File: config.mk
export PLATFORM = sky130hd
export DESIGN_NAME = dm_arbiter
export DESIGN_NICKNAME = d
export VERILOG_FILES = /design/src/rtl/dm_arb_pkg.sv /design/src/rtl/dm_rd_return.sv /design/src/rtl/dm_arbiter.sv
export SDC_FILE = /design/constraint.sdc
export NUM_CORES = 1
export LEC_CHECK = 0
export BUFFER_PORTS_ARGS = -buffer_cell sky130_fd_sc_hd__buf_2
export CORE_MARGIN = 3
export CORE_UTILIZATION = 44
export CTS_CLUSTER_DIAMETER = 30
export CTS_CLUSTER_SIZE = 12
export DETAILED_ROUTE_END_ITERATION = 8
export PLACE_DENSITY_LB_ADDON = 0.15
export SLEW_MARGIN = 20
export SYNTH_ARGS = -nofsm -noshare
export SYNTH_HDL_FRONTEND = slang
export SYNTH_SLANG_ARGS = --single-unit
File: constraint.sdc
create_clock -name clk -period 6.4 [get_ports clk]
set_input_delay 0.64 -clock clk [delete_from_list [all_inputs] [get_ports clk]]
set_output_delay 0.64 -clock clk [all_outputs]
set_load 0.01 [all_outputs]
File: src/rtl/dm_arb_pkg.sv
`default_nettype none
// ============================================================================
// Module  : dm_arb_pkg
// Brief   : Shared defaults and types for the data-memory arbiter.
// Revision: 1.0
// ============================================================================
package dm_arb_pkg;

  localparam int c_ADDR_W    = 13;
  localparam int c_DATA_W    = 32;
  localparam int c_MAX_BURST = 16;

  typedef enum logic [0:0] {
    IDLE  = 1'b0,
    BURST = 1'b1
  } state_t;

  typedef enum logic [0:0] {
    OWN_CPU = 1'b0,
    OWN_DMA = 1'b1
  } owner_t;

endpackage
`default_nettype wire

File: src/rtl/dm_rd_return.sv
`default_nettype none
// ============================================================================
// Module  : dm_rd_return
// Brief   : Two-entry owner-tag pipeline and registered read-data return demux.
// Revision: 1.0
// ============================================================================
module dm_rd_return
  import dm_arb_pkg::*;
#(
  parameter int DATA_W = c_DATA_W
) (
  input  logic              clk,
  input  logic              rst,
  input  logic              i_issue,
  input  owner_t            i_owner,
  input  logic              i_last,
  input  logic [DATA_W-1:0] i_dm_rdata,
  output logic              o_cpu_rvalid,
  output logic [DATA_W-1:0] o_cpu_rdata,
  output logic              o_dma_rvalid,
  output logic [DATA_W-1:0] o_dma_rdata,
  output logic              o_dma_rd_done
);

  logic              r_v0;
  owner_t            r_own0;
  logic              r_last0;
  logic              r_v1;
  owner_t            r_own1;
  logic              r_last1;
  logic [DATA_W-1:0] r_cpu_rdata;
  logic [DATA_W-1:0] r_dma_rdata;

  // Entry 0 lines up with dm_re; entry 1 lines up with the captured data.
  always_ff @(posedge clk) begin
    if (rst) begin
      r_v0        <= 1'b0;
      r_own0      <= OWN_CPU;
      r_last0     <= 1'b0;
      r_v1        <= 1'b0;
      r_own1      <= OWN_CPU;
      r_last1     <= 1'b0;
      r_cpu_rdata <= '0;
      r_dma_rdata <= '0;
    end else begin
      r_v0    <= i_issue;
      r_own0  <= i_owner;
      r_last0 <= i_issue & i_last;
      r_v1    <= r_v0;
      r_own1  <= r_own0;
      r_last1 <= r_last0;
      if (r_v0 && (r_own0 == OWN_CPU)) begin
        r_cpu_rdata <= i_dm_rdata;
      end
      if (r_v0 && (r_own0 == OWN_DMA)) begin
        r_dma_rdata <= i_dm_rdata;
      end
    end
  end

  assign o_cpu_rvalid  = r_v1 && (r_own1 == OWN_CPU);
  assign o_dma_rvalid  = r_v1 && (r_own1 == OWN_DMA);
  assign o_dma_rd_done = r_v1 && (r_own1 == OWN_DMA) && r_last1;
  assign o_cpu_rdata   = r_cpu_rdata;
  assign o_dma_rdata   = r_dma_rdata;

endmodule
`default_nettype wire

File: src/rtl/dm_arbiter.sv
`default_nettype none
// ============================================================================
// Module  : dm_arbiter
// Brief   : CPU / DMA-burst arbiter and sequencer for the single-port data RAM.
//           Build option DM_ARB_RR_EN: round-robin with CPU slots inside bursts.
// Revision: 1.0
// ============================================================================
module dm_arbiter
  import dm_arb_pkg::*;
#(
  parameter int ADDR_W    = c_ADDR_W,
  parameter int DATA_W    = c_DATA_W,
  parameter int MAX_BURST = c_MAX_BURST
) (
  input  logic                         clk,
  input  logic                         rst,
  input  logic                         i_cpu_req,
  input  logic                         i_cpu_we,
  input  logic [ADDR_W-1:0]            i_cpu_addr,
  input  logic [DATA_W-1:0]            i_cpu_wdata,
  output logic                         o_cpu_gnt,
  output logic                         o_cpu_rvalid,
  output logic [DATA_W-1:0]            o_cpu_rdata,
  input  logic                         i_dma_req,
  input  logic                         i_dma_we,
  input  logic [ADDR_W-1:0]            i_dma_addr,
  input  logic [$clog2(MAX_BURST)-1:0] i_dma_len,
  input  logic [DATA_W-1:0]            i_dma_wdata,
  output logic                         o_dma_gnt,
  output logic                         o_dma_rvalid,
  output logic [DATA_W-1:0]            o_dma_rdata,
  output logic                         o_dma_done,
  output logic [ADDR_W-1:0]            o_dm_addr,
  output logic                         o_dm_re,
  output logic                         o_dm_we,
  output logic [DATA_W-1:0]            o_dm_wdata,
  input  logic [DATA_W-1:0]            i_dm_rdata
);

  localparam int c_BEAT_W = $clog2(MAX_BURST);

  state_t              r_state;
  state_t              w_state_nxt;
  logic [c_BEAT_W-1:0] r_beat;
  logic [c_BEAT_W-1:0] r_len;
  logic [ADDR_W-1:0]   r_base;
  logic                r_we;

  logic                w_cpu_gnt;
  logic                w_dma_gnt;
  logic                w_last;
  logic                w_dma_we;
  logic [ADDR_W-1:0]   w_dma_addr;
  logic                w_rd_issue;
  owner_t              w_owner;
  logic                w_rd_done;

  logic                r_dm_re;
  logic                r_dm_we;
  logic [ADDR_W-1:0]   r_dm_addr;
  logic [DATA_W-1:0]   r_dm_wdata;
  logic                r_wr_done;

`ifdef DM_ARB_RR_EN
  logic                r_last_dma;
`endif

  // Grants are suppressed while rst is high so an aborted burst issues nothing.
  always_comb begin
    w_cpu_gnt   = 1'b0;
    w_dma_gnt   = 1'b0;
    w_last      = 1'b0;
    w_state_nxt = r_state;
    w_dma_addr  = i_dma_addr;
    w_dma_we    = i_dma_we;
    if (!rst) begin
      case (r_state)
        IDLE: begin
`ifdef DM_ARB_RR_EN
          if (i_cpu_req && (!i_dma_req || r_last_dma)) begin
            w_cpu_gnt = 1'b1;
          end else if (i_dma_req) begin
            w_dma_gnt = 1'b1;
          end
`else
          if (i_cpu_req) begin
            w_cpu_gnt = 1'b1;
          end else if (i_dma_req) begin
            w_dma_gnt = 1'b1;
          end
`endif
          if (w_dma_gnt) begin
            w_last = (i_dma_len == '0);
            if (!w_last) begin
              w_state_nxt = BURST;
            end
          end
        end
        BURST: begin
          w_dma_addr = r_base + ADDR_W'(r_beat);
          w_dma_we   = r_we;
`ifdef DM_ARB_RR_EN
          if (i_cpu_req && r_last_dma) begin
            w_cpu_gnt = 1'b1;
          end else begin
            w_dma_gnt = 1'b1;
          end
`else
          w_dma_gnt = 1'b1;
`endif
          if (w_dma_gnt) begin
            w_last = (r_beat == r_len);
            if (w_last) begin
              w_state_nxt = IDLE;
            end
          end
        end
        default: w_state_nxt = IDLE;
      endcase
    end
  end

  always_ff @(posedge clk) begin
    if (rst) begin
      r_state <= IDLE;
      r_beat  <= '0;
      r_len   <= '0;
      r_base  <= '0;
      r_we    <= 1'b0;
    end else begin
      r_state <= w_state_nxt;
      if (w_dma_gnt) begin
        r_beat <= w_last ? '0 : r_beat + c_BEAT_W'(1);
      end
      if (w_dma_gnt && (r_state == IDLE)) begin
        r_base <= i_dma_addr;
        r_len  <= i_dma_len;
        r_we   <= i_dma_we;
      end
    end
  end

`ifdef DM_ARB_RR_EN
  always_ff @(posedge clk) begin
    if (rst) begin
      r_last_dma <= 1'b1;
    end else if (w_cpu_gnt) begin
      r_last_dma <= 1'b0;
    end else if (w_dma_gnt) begin
      r_last_dma <= 1'b1;
    end
  end
`endif

  // Without a grant only the strobes drop; address and data hold.
  always_ff @(posedge clk) begin
    if (rst) begin
      r_dm_re    <= 1'b0;
      r_dm_we    <= 1'b0;
      r_dm_addr  <= '0;
      r_dm_wdata <= '0;
      r_wr_done  <= 1'b0;
    end else begin
      r_wr_done <= w_dma_gnt & w_last & w_dma_we;
      if (w_cpu_gnt) begin
        r_dm_addr  <= i_cpu_addr;
        r_dm_re    <= ~i_cpu_we;
        r_dm_we    <= i_cpu_we;
        r_dm_wdata <= i_cpu_wdata;
      end else if (w_dma_gnt) begin
        r_dm_addr  <= w_dma_addr;
        r_dm_re    <= ~w_dma_we;
        r_dm_we    <= w_dma_we;
        r_dm_wdata <= i_dma_wdata;
      end else begin
        r_dm_re <= 1'b0;
        r_dm_we <= 1'b0;
      end
    end
  end

  assign w_rd_issue = (w_cpu_gnt & ~i_cpu_we) | (w_dma_gnt & ~w_dma_we);
  assign w_owner    = w_cpu_gnt ? OWN_CPU : OWN_DMA;

  dm_rd_return #(
    .DATA_W (DATA_W)
  ) u_rd_return (
    .clk           (clk),
    .rst           (rst),
    .i_issue       (w_rd_issue),
    .i_owner       (w_owner),
    .i_last        (w_last),
    .i_dm_rdata    (i_dm_rdata),
    .o_cpu_rvalid  (o_cpu_rvalid),
    .o_cpu_rdata   (o_cpu_rdata),
    .o_dma_rvalid  (o_dma_rvalid),
    .o_dma_rdata   (o_dma_rdata),
    .o_dma_rd_done (w_rd_done)
  );

  assign o_cpu_gnt  = w_cpu_gnt;
  assign o_dma_gnt  = w_dma_gnt;
  assign o_dma_done = r_wr_done | w_rd_done;
  assign o_dm_addr  = r_dm_addr;
  assign o_dm_re    = r_dm_re;
  assign o_dm_we    = r_dm_we;
  assign o_dm_wdata = r_dm_wdata;

endmodule
`default_nettype wire

==> run metrics <==
Critical Path Fanout Max=51; Routed WL per cell=15.6 um; Yosys cell types=51; Finished Layout Cells=1111; Final setup violation count=0; Row Count=40; clock sinks=141; post-route ant nets=0; Syn Nets=843; # H-tree levels=4; Crit path arrival time=2.51 ns; crit path launch type=input pin; Layout Utilization=61.4%; WHS=0.444 ns; total global-route track usage=23.4%; critical path class=in2out; CP endpoint kind=output pin; I/O pin cnt=248; maximum vdd drop=181 uV; number of synthesized flops with an enable pin=0; largest net degree at the start of global routing=65; vias=5661; CTS Buf Count=17; Longest Clk Path Bufs=2; most common cell after layout, fill and taps aside=buf_2; Post CTS Setup Buffer Count=0; commonest non-fill, non-tap cells in the layout=246 x buf_2, 198 x nand2_1, 141 x dfxtp_1; chip height=120 um; First-pass DRT Iterations=5; chip width=120 um; DR iter-0 viols=482; PnR worst setup slack=3.25 ns; CTS tree=done; Synth Instances=705; placed cell count=1079; clk_lat worst skew=0.41 ns; PwrDens=296 nW/um2; grt ovf=0; Fillers=1170; routability cong.=0.854; Fmax=318 MHz; period utilization=49.2%; initial antenna violation count=0; Place WS=3.26 ns; first-pass GRT wire length=26800 um; Worst Path Required=5.76 ns; Synth async-reset ratio=0%; Clk pin slew, worst setup/hold paths=0.06 ns; RSZ-0062 raised after global routing=false; Slew @ Worst Pin=0.842 ns; dominant cell type by area after synthesis=dfxtp_1; Worst slew margin=43.6%; clk_skew=0.00693 ns; post-DR vias/cell=5.10; Synth area leaders=dfxtp_1 50%, nand2_1 13%, a21oi_1 9.0%; DRC errors left=0; Layout area overhead=32.7%; share of layout cells above drive strength 1=31.3%; clk root buf=clkbuf_16; hold-fix buffers at CTS=0; Most used DFF post-synth=dfxtp_1; Antenna diodes=0; Post-Syn Area=5700 um2; Synth Register Bits=141; area share of the largest cell type after synthesis=49.5%; Detail Placement HPWL=12300 um; Nets=1068; max capacitance violation total=0; Yosys warning total=0; TNS Setup=0 ns; Leak=3.40 nW; Hold WC Path Type=reg2reg; cts repair resizes=0; sequential area share after synthesis=49.5%; die area=14400 um2; vias in the first global route=5097; Hold Vio Cnt, Final=0; final slew viol count=0; status=completed; Starting Density=46.3%; crit path time final=3.15 ns; WL final=17400 um; count of input and output buffers=247; mean post-synth cell area=8.08 um2; Core ar.=12300 um2
[metrics by stage]
stage	total power, mW	instance area, um2
after global routing	2.34	7560
after global placement	1.28	6970
final	2.24	7560
after CTS	2.26	7560
after floorplan	1.15	5700
after detailed placement	1.28	6970
[routing by layer]
| layer | vias up | part of all wire (%) | track usage (%) |
|---|---|---|---|
| met5 | - | 0 | 0 |
| met4 | 0 | 1.8 | 7.09 |
| li1 | 2839 | - | - |
| met2 | 217 | 48 | 37.8 |
| met3 | 23 | 7.4 | 7.12 |
| met1 | 2582 | 43 | 30.3 |
[cells by family after synthesis]
| kind of cell | share of synthesized area (%) |
|---|---|
| buffers and inverters | 5.09 |
| and+or+nand+nor | 22.3 |
| muxes | 1.23 |
| adders and majority gates | 1.45 |
| AOI/OAI and AO/OA | 18.6 |
| DFF | 49.5 |
| xor gates and xnor gates | 1.84 |
[cells in the mapped netlist (3+ instances only)]
library cell	number
buf_2	7
ha_1	5
nor2_1	67
o221ai_1	23
a311oi_1	8
a211oi_1	5
buf_4	5
nand2b_1	4
nor2b_1	8
o21ai_1	4
buf_6	4
dfxtp_1	141
clkbuf_1	32
nor3_1	5
nand2_1	198
mux2i_1	7
a21oi_1	102
inv_1	10
xnor2_1	3
a22oi_1	6
nand3_1	7
o21ai_0	6
nor3b_1	3
xor2_1	9
[state kept, by name, summed over array words and instances, names as in the netlist, 4 cells and up]
register	flops
u_rd_return.o_cpu_rdata	32
u_rd_return.o_dma_rdata	32
r_len	4
o_dm_addr	13
r_beat	4
o_dm_wdata	32
r_base	13
[power by group]
part | switching [mW] | internal, mW
sequential | 0.0319 | 0.934
combinational | 0.177 | 0.119
clock | 0.359 | 0.619
total | 0.569 | 1.67
[final cells by class]
class | instances | area, um2 | share of cell area (%)
inverters | 12 | 45.0 | 0.596
repair buffers | 256 | 1310 | 17.3
clock buffers | 20 | 447 | 5.91
clock inverters | 12 | 144 | 1.90
multi-input cells | 502 | 2590 | 34.2
well taps | 168 | 210 | 2.78
flip-flops and latches | 141 | 2820 | 37.3
[final timing paths]
path / depth (start not counted) / startpoint / slack, ns / to
worst min-delay path: 1 / u_rd_return.r_last0 / 0.44 / u_rd_return.r_last1
worst max-delay path: 6 / rst / 3.25 / o_cpu_gnt
worst max register to register: 8 / r_beat[0] / 4.07 / o_dm_addr[8]
worst min register to register: 1 / u_rd_return.r_last0 / 0.44 / u_rd_return.r_last1
[worst max-delay path: stages]
cell     delay, ns
buf_4         0.27
nor2b_1       0.60
nand2_1       0.11
buf_4         0.29
inv_1         0.37
buf_2         0.21
Power figures use the tool's default switching activity.
